### src/rtl/writeback_stage.sv
// MIPS writeback stage: retires ALU results and loads onto the decoder_stage register-file write port.
// Optional WB_LOAD_EXT_EN: opcode-driven byte/half load extraction; otherwise loads commit the raw word.
module writeback_stage #(
  parameter int AWIDTH  = 5,
  parameter int DWIDTH  = 32,
  parameter int TIMEOUT = 15
) (
  input  logic              wb_clk,
  input  logic              wb_rst,
  input  logic              wb_i_ce,
  input  logic              wb_i_valid,
  output logic              wb_o_ready,
  input  logic [5:0]        wb_i_opcode,
  input  logic              wb_i_reg_wr,
  input  logic              wb_i_reg_dst,
  input  logic              wb_i_mem_to_reg,
  input  logic [AWIDTH-1:0] wb_i_rd_addr,
  input  logic [DWIDTH-1:0] wb_i_alu_result,
  input  logic              wb_i_mem_ack,
  input  logic [DWIDTH-1:0] wb_i_mem_data,
  output logic              wb_o_reg_wr,
  output logic              wb_o_reg_dst,
  output logic [AWIDTH-1:0] wb_o_rd_addr,
  output logic [DWIDTH-1:0] wb_o_data_rd,
  output logic              wb_o_stall,
  output logic              wb_o_err
);

  localparam int CW_RAW = $clog2(TIMEOUT + 1);
  localparam int CW     = (CW_RAW < 4) ? 4 : CW_RAW;
  localparam logic [CW-1:0] CNT_LAST = CW'(TIMEOUT - 1);

  typedef enum logic [0:0] {
    S_IDLE,
    S_WAIT_MEM
  } state_t;

  state_t            state_q, state_d;
  logic [CW-1:0]     cnt_q, cnt_d;
  logic [AWIDTH-1:0] ld_rd_q, ld_rd_d;
  logic              ld_dst_q, ld_dst_d;
  logic              ld_wr_q, ld_wr_d;

  logic              reg_wr_q, reg_wr_d;
  logic              reg_dst_q, reg_dst_d;
  logic [AWIDTH-1:0] rd_addr_q, rd_addr_d;
  logic [DWIDTH-1:0] data_q, data_d;
  logic              err_q, err_d;

  logic              commit_en;
  logic              commit_wr;
  logic [AWIDTH-1:0] commit_addr;
  logic              commit_dst;
  logic [DWIDTH-1:0] commit_data;

  logic [DWIDTH-1:0] load_word;

`ifdef WB_LOAD_EXT_EN
  localparam logic [5:0] OP_LB  = 6'h20;
  localparam logic [5:0] OP_LH  = 6'h21;
  localparam logic [5:0] OP_LBU = 6'h24;
  localparam logic [5:0] OP_LHU = 6'h25;

  logic [5:0]  ld_op_q, ld_op_d;
  logic [1:0]  ld_lane_q, ld_lane_d;
  logic [7:0]  lane_byte;
  logic [15:0] lane_half;

  // Little-endian lanes; halves take only addr[1], addr[0] is ignored.
  always_comb begin
    lane_byte = wb_i_mem_data[{ld_lane_q, 3'b000} +: 8];
    lane_half = ld_lane_q[1] ? wb_i_mem_data[31:16] : wb_i_mem_data[15:0];
    case (ld_op_q)
      OP_LB:   load_word = {{(DWIDTH-8){lane_byte[7]}}, lane_byte};
      OP_LBU:  load_word = {{(DWIDTH-8){1'b0}}, lane_byte};
      OP_LH:   load_word = {{(DWIDTH-16){lane_half[15]}}, lane_half};
      OP_LHU:  load_word = {{(DWIDTH-16){1'b0}}, lane_half};
      default: load_word = wb_i_mem_data;
    endcase
  end
`else
  logic unused_opcode;
  assign unused_opcode = ^wb_i_opcode;
  assign load_word     = wb_i_mem_data;
`endif

  always_comb begin
    state_d     = state_q;
    cnt_d       = cnt_q;
    ld_rd_d     = ld_rd_q;
    ld_dst_d    = ld_dst_q;
    ld_wr_d     = ld_wr_q;
`ifdef WB_LOAD_EXT_EN
    ld_op_d     = ld_op_q;
    ld_lane_d   = ld_lane_q;
`endif
    err_d       = 1'b0;
    commit_en   = 1'b0;
    commit_wr   = 1'b0;
    commit_addr = '0;
    commit_dst  = 1'b0;
    commit_data = '0;

    case (state_q)
      S_IDLE: begin
        if (wb_i_ce && wb_i_valid) begin
          if (wb_i_mem_to_reg) begin
            ld_rd_d  = wb_i_rd_addr;
            ld_dst_d = wb_i_reg_dst;
            ld_wr_d  = wb_i_reg_wr;
`ifdef WB_LOAD_EXT_EN
            ld_op_d   = wb_i_opcode;
            ld_lane_d = wb_i_alu_result[1:0];
`endif
            cnt_d   = '0;
            state_d = S_WAIT_MEM;
          end else begin
            commit_en   = 1'b1;
            commit_wr   = wb_i_reg_wr;
            commit_addr = wb_i_rd_addr;
            commit_dst  = wb_i_reg_dst;
            commit_data = wb_i_alu_result;
          end
        end
      end
      S_WAIT_MEM: begin
        if (wb_i_mem_ack) begin
          commit_en   = 1'b1;
          commit_wr   = ld_wr_q;
          commit_addr = ld_rd_q;
          commit_dst  = ld_dst_q;
          commit_data = load_word;
          state_d     = S_IDLE;
        // Counter starts at 0, so the last allowed wait cycle sees TIMEOUT-1:
        // the stall lasts exactly TIMEOUT cycles.
        end else if (cnt_q == CNT_LAST) begin
          err_d   = 1'b1;
          state_d = S_IDLE;
        end else begin
          cnt_d = cnt_q + 1'b1;
        end
      end
      default: state_d = S_IDLE;
    endcase
  end

  // Output registers only move on an effective write; $zero and no-write
  // instructions retire without disturbing the held write-port values.
  always_comb begin
    reg_wr_d  = 1'b0;
    reg_dst_d = reg_dst_q;
    rd_addr_d = rd_addr_q;
    data_d    = data_q;
    if (commit_en && commit_wr && (commit_addr != '0)) begin
      reg_wr_d  = 1'b1;
      reg_dst_d = commit_dst;
      rd_addr_d = commit_addr;
      data_d    = commit_data;
    end
  end

  always_ff @(posedge wb_clk or negedge wb_rst) begin
    if (!wb_rst) begin
      state_q   <= S_IDLE;
      cnt_q     <= '0;
      ld_rd_q   <= '0;
      ld_dst_q  <= 1'b0;
      ld_wr_q   <= 1'b0;
`ifdef WB_LOAD_EXT_EN
      ld_op_q   <= '0;
      ld_lane_q <= '0;
`endif
      reg_wr_q  <= 1'b0;
      reg_dst_q <= 1'b0;
      rd_addr_q <= '0;
      data_q    <= '0;
      err_q     <= 1'b0;
    end else begin
      state_q   <= state_d;
      cnt_q     <= cnt_d;
      ld_rd_q   <= ld_rd_d;
      ld_dst_q  <= ld_dst_d;
      ld_wr_q   <= ld_wr_d;
`ifdef WB_LOAD_EXT_EN
      ld_op_q   <= ld_op_d;
      ld_lane_q <= ld_lane_d;
`endif
      reg_wr_q  <= reg_wr_d;
      reg_dst_q <= reg_dst_d;
      rd_addr_q <= rd_addr_d;
      data_q    <= data_d;
      err_q     <= err_d;
    end
  end

  assign wb_o_ready   = (state_q == S_IDLE);
  assign wb_o_stall   = (state_q == S_WAIT_MEM);
  assign wb_o_reg_wr  = reg_wr_q;
  assign wb_o_reg_dst = reg_dst_q;
  assign wb_o_rd_addr = rd_addr_q;
  assign wb_o_data_rd = data_q;
  assign wb_o_err     = err_q;

endmodule
### config.mk
export PLATFORM = sky130hd
export DESIGN_NAME = writeback_stage
export DESIGN_NICKNAME = d
export VERILOG_FILES = /design/src/rtl/writeback_stage.sv
export SDC_FILE = /design/constraint.sdc
export NUM_CORES = 1
export LEC_CHECK = 0
export BUFFER_PORTS_ARGS = -buffer_cell sky130_fd_sc_hd__buf_4
export CORE_MARGIN = 1.5
export CORE_UTILIZATION = 40
export DETAILED_ROUTE_END_ITERATION = 10
export GPL_ROUTABILITY_DRIVEN = 0
export GPL_TIMING_DRIVEN = 1
export PLACE_DENSITY = 0.71
export SYNTH_ARGS = -nofsm -noshare
export SYNTH_HDL_FRONTEND = slang
export SYNTH_SLANG_ARGS = --single-unit
### constraint.sdc
create_clock -name wb_clk -period 2.2 [get_ports wb_clk]
set_input_delay 0.33 -clock wb_clk [delete_from_list [all_inputs] [get_ports wb_clk]]
set_output_delay 0.33 -clock wb_clk [all_outputs]
set_load 0.005 [all_outputs]
==> metrics.yaml <==
startpoint_type: "flip-flop"
cellLeakagePower_nw: 1.85
p_sw_frac: 0.254
rows: 29
clk_pin_slew_worst_paths_ps: 90
syn2layout_area_growth_pct: 40.5
crit_slowest_cell: "dfrtp_1"
min_period_ps: 1970
cts_tree: "built"
max_clock_freq_mhz: 508
hold_ws_ps: 40.3
top_level_ports: 125
synth_cells: 194
critical_path_required_ps: 2380
holdCritPathClass: "primary input to asynchronous set/reset pin"
worstSetupEndpointType: "flip-flop"
dr.pass1.iters: 4
drt_iter0_markers: 87
die_h_um: 83.6
via_count: 2007
seqPwrFrac: 0.501
grt_antenna_before_repair: 0
max_cap_viol_count: 0
synth_cell_types: 30
clockPowerShare: 0.223
worst_pin_slew_ps: 637
synth_fp_nets: 279
core_mm2: 0.00631
status: "finished, final reports clean"
grt_max_degree: 53
grt_setup_unrepaired: "false"
grt_pass1_wl_um: 9960
synth_area_mm2: 0.00260
arrival_ps: 2150
maxSlewHeadroom: 0.576
syn_area_per_cell_um2: 13.4
vias_per_cell: 5.13
total_power_w: 0.00243
hold_viol: 0
nFillCells: 569
hpwl_um: 4340
clock_path_buffers: 2
drv_slew: 0
cts_hold_repair.buffers: 0
worstPathCellList: "and4bb_2, nand2_1, o21ai_4, buf_4, mux2_2"
cts_root_buf: "clkbuf_8"
yosys_warnings: 0
wire_per_inst_um: 15.2
setup-tns-final_ps: 0
cts_inserted_buffers: 5
period_share: 0.895
postCtsSetupRepairBufs: 0
die_w_um: 83.6
internal_power_w: 0.00181
io_buffers: 118
grt-ovfl-total: 0
setup_viol: 0
wirelength_um: 5950
ys_seq_area_frac: 0.501
insertion_delay_ps: 300
synth_seq_cells: 52
diodes: 0
power.density_mw_per_mm2: 666
nNetsFinal: 398
ctsHtreeMaxLevel: 2
ir_worst_vdd_uv: 308
cts_resized: 0
drive_gt1_frac: 0.567
cts_sinks: 52
drcViolationCount: 0
crit_path_max_incr_delay_ps: 450
grt_pass1_vias: 2093
die-area_mm2: 0.00698
combinationalPowerShare: 0.277
p_switching_w: 0.000617
grtUsageTotal: 0.176
path_max_fanout: 22
floorplan.initialDensity: 0.411
critPathKind: "flip-flop to flip-flop"
skew_ps: 6.57
ant_nets: 0
[routing by layer]
layer / global-route usage / vias to the layer above / routed length [um]
met5: 0 / - / 0
met4: 0.0551 / 0 / 62
met3: 0.0386 / 8 / 406
met2: 0.298 / 72 / 2940
met1: 0.224 / 957 / 2540
li1: - / 970 / -
[cells by family (layout without fill, tap and decap cells)]
group | after synthesis | after routing | synth area share
flip-flops | 52 | 52 | 0.501
XOR/XNOR | 2 | 2 | 0.00675
adder cells (fa/ha/maj) | 2 | 2 | 0.00964
buffers and inverters | 16 | 136 | 0.0323
multiplexers | 42 | 42 | 0.223
AND/OR/NAND/NOR | 34 | 34 | 0.0761
AO/OA/AOI/OAI | 46 | 46 | 0.151
[synth_stat cells]
cell type / instances / share of area
xnor2_1: 2 / 0.0067
or4_1: 2 / 0.0058
nand3_1: 6 / 0.012
o21ai_4: 1 / 0.0063
nor2_2: 1 / 0.0024
or4_4: 1 / 0.0043
nand2_1: 9 / 0.013
o41ai_1: 1 / 0.0034
and2_1: 3 / 0.0072
inv_1: 3 / 0.0043
and4bb_2: 1 / 0.0048
mux2_2: 14 / 0.061
nand3b_1: 2 / 0.0058
o21ai_0: 3 / 0.0058
buf_6: 3 / 0.013
and3_1: 3 / 0.0072
o21ai_2: 1 / 0.0034
nand4_1: 3 / 0.0072
o21a_1: 1 / 0.0029
o31ai_1: 1 / 0.0029
nor3_1: 1 / 0.0019
clkbuf_1: 9 / 0.013
nor4_1: 1 / 0.0024
ha_1: 2 / 0.0096
a22o_1: 35 / 0.12
buf_2: 1 / 0.0019
nor2b_1: 1 / 0.0024
o211ai_1: 3 / 0.0087
mux2_4: 28 / 0.16
dfrtp_1: 52 / 0.50
[final timing paths]
check	cells past startpoint	to	start	slack, ps
worst max register to register	5	wb_o_data_rd[5]	wb_o_stall	230
worst max-delay path	5	wb_o_data_rd[5]	wb_o_stall	230
worst min register to register	1	wb_o_data_rd[4]	wb_o_data_rd[4]	510
worst min-delay path	1	wb_o_data_rd[28]	wb_rst	40
max in group asynchronous	1	ld_rd_q[4]	wb_rst	1720
min in group wb_clk	2	wb_o_err	wb_i_mem_ack	220
[cells in the final DEF, fill, tap and decap left out]
cell / n
buf_4: 125
dfrtp_1: 52
a22o_1: 35
mux2_4: 28
mux2_2: 14
nand2_1: 9
nand3_1: 6
clkbuf_8: 6
inv_1: 3
and3_1: 3
nand4_1: 3
and2_1: 3
o21ai_0: 3
o211ai_1: 3
or4_1: 2
nand3b_1: 2
xnor2_1: 2
ha_1: 2
clkbuf_1: 2
and4bb_2: 1
nor2_2: 1
or4_4: 1
o21ai_2: 1
o21ai_4: 1
nor2b_1: 1
nor3_1: 1
o31ai_1: 1
o41ai_1: 1
nor4_1: 1
o21a_1: 1
[flip-flops by register name (all words and copies together), names as in the netlist]
register / flops
cnt_q: 4
ld_dst_q: 1
ld_rd_q: 5
ld_wr_q: 1
wb_o_data_rd: 32
wb_o_err: 1
wb_o_rd_addr: 5
wb_o_reg_dst: 1
wb_o_reg_wr: 1
wb_o_stall: 1
[cell type report]
cell class | count | area [um2] | share of cell area
tap | 77 | 96.3 | 0.0264
clock buffer | 8 | 90.1 | 0.0247
timing repair buffer | 125 | 938 | 0.257
sequential | 52 | 1300 | 0.357
inverter | 3 | 11.3 | 0.00309
multi-input combinational | 126 | 1210 | 0.332
[power by group through the flow]
stage	Combinational, W	Clock (W)	Sequential [W]
floorplan	0.000304	0	0.00123
global placement	0.000667	0	0.00122
detailed placement	0.000683	0	0.00123
CTS	0.000686	0.000569	0.00122
global route	0.000731	0.000610	0.00124
finish	0.000673	0.000541	0.00122
[worst max-delay path, delay by kind of cell, from the launching register on]
| kind | cells | cell delay [ps] |
|---|---|---|
| multiplexers | 1 | 390 |
| AO/OA/AOI/OAI | 1 | 180 |
| flip-flops | 1 | 450 |
| buffers and inverters | 1 | 370 |
| AND/OR/NAND/NOR | 2 | 470 |
[metrics by stage]
step,setup slack (ps),instance area [um2],std cells,util
floorplan,414,2600,194,-
global placement,232,3560,383,0.564
detailed placement,215,3560,383,0.564
CTS,188,3650,391,0.578
global route,118,3650,391,0.578
finish,232,3650,391,0.578
Power figures use the tool's default switching activity.
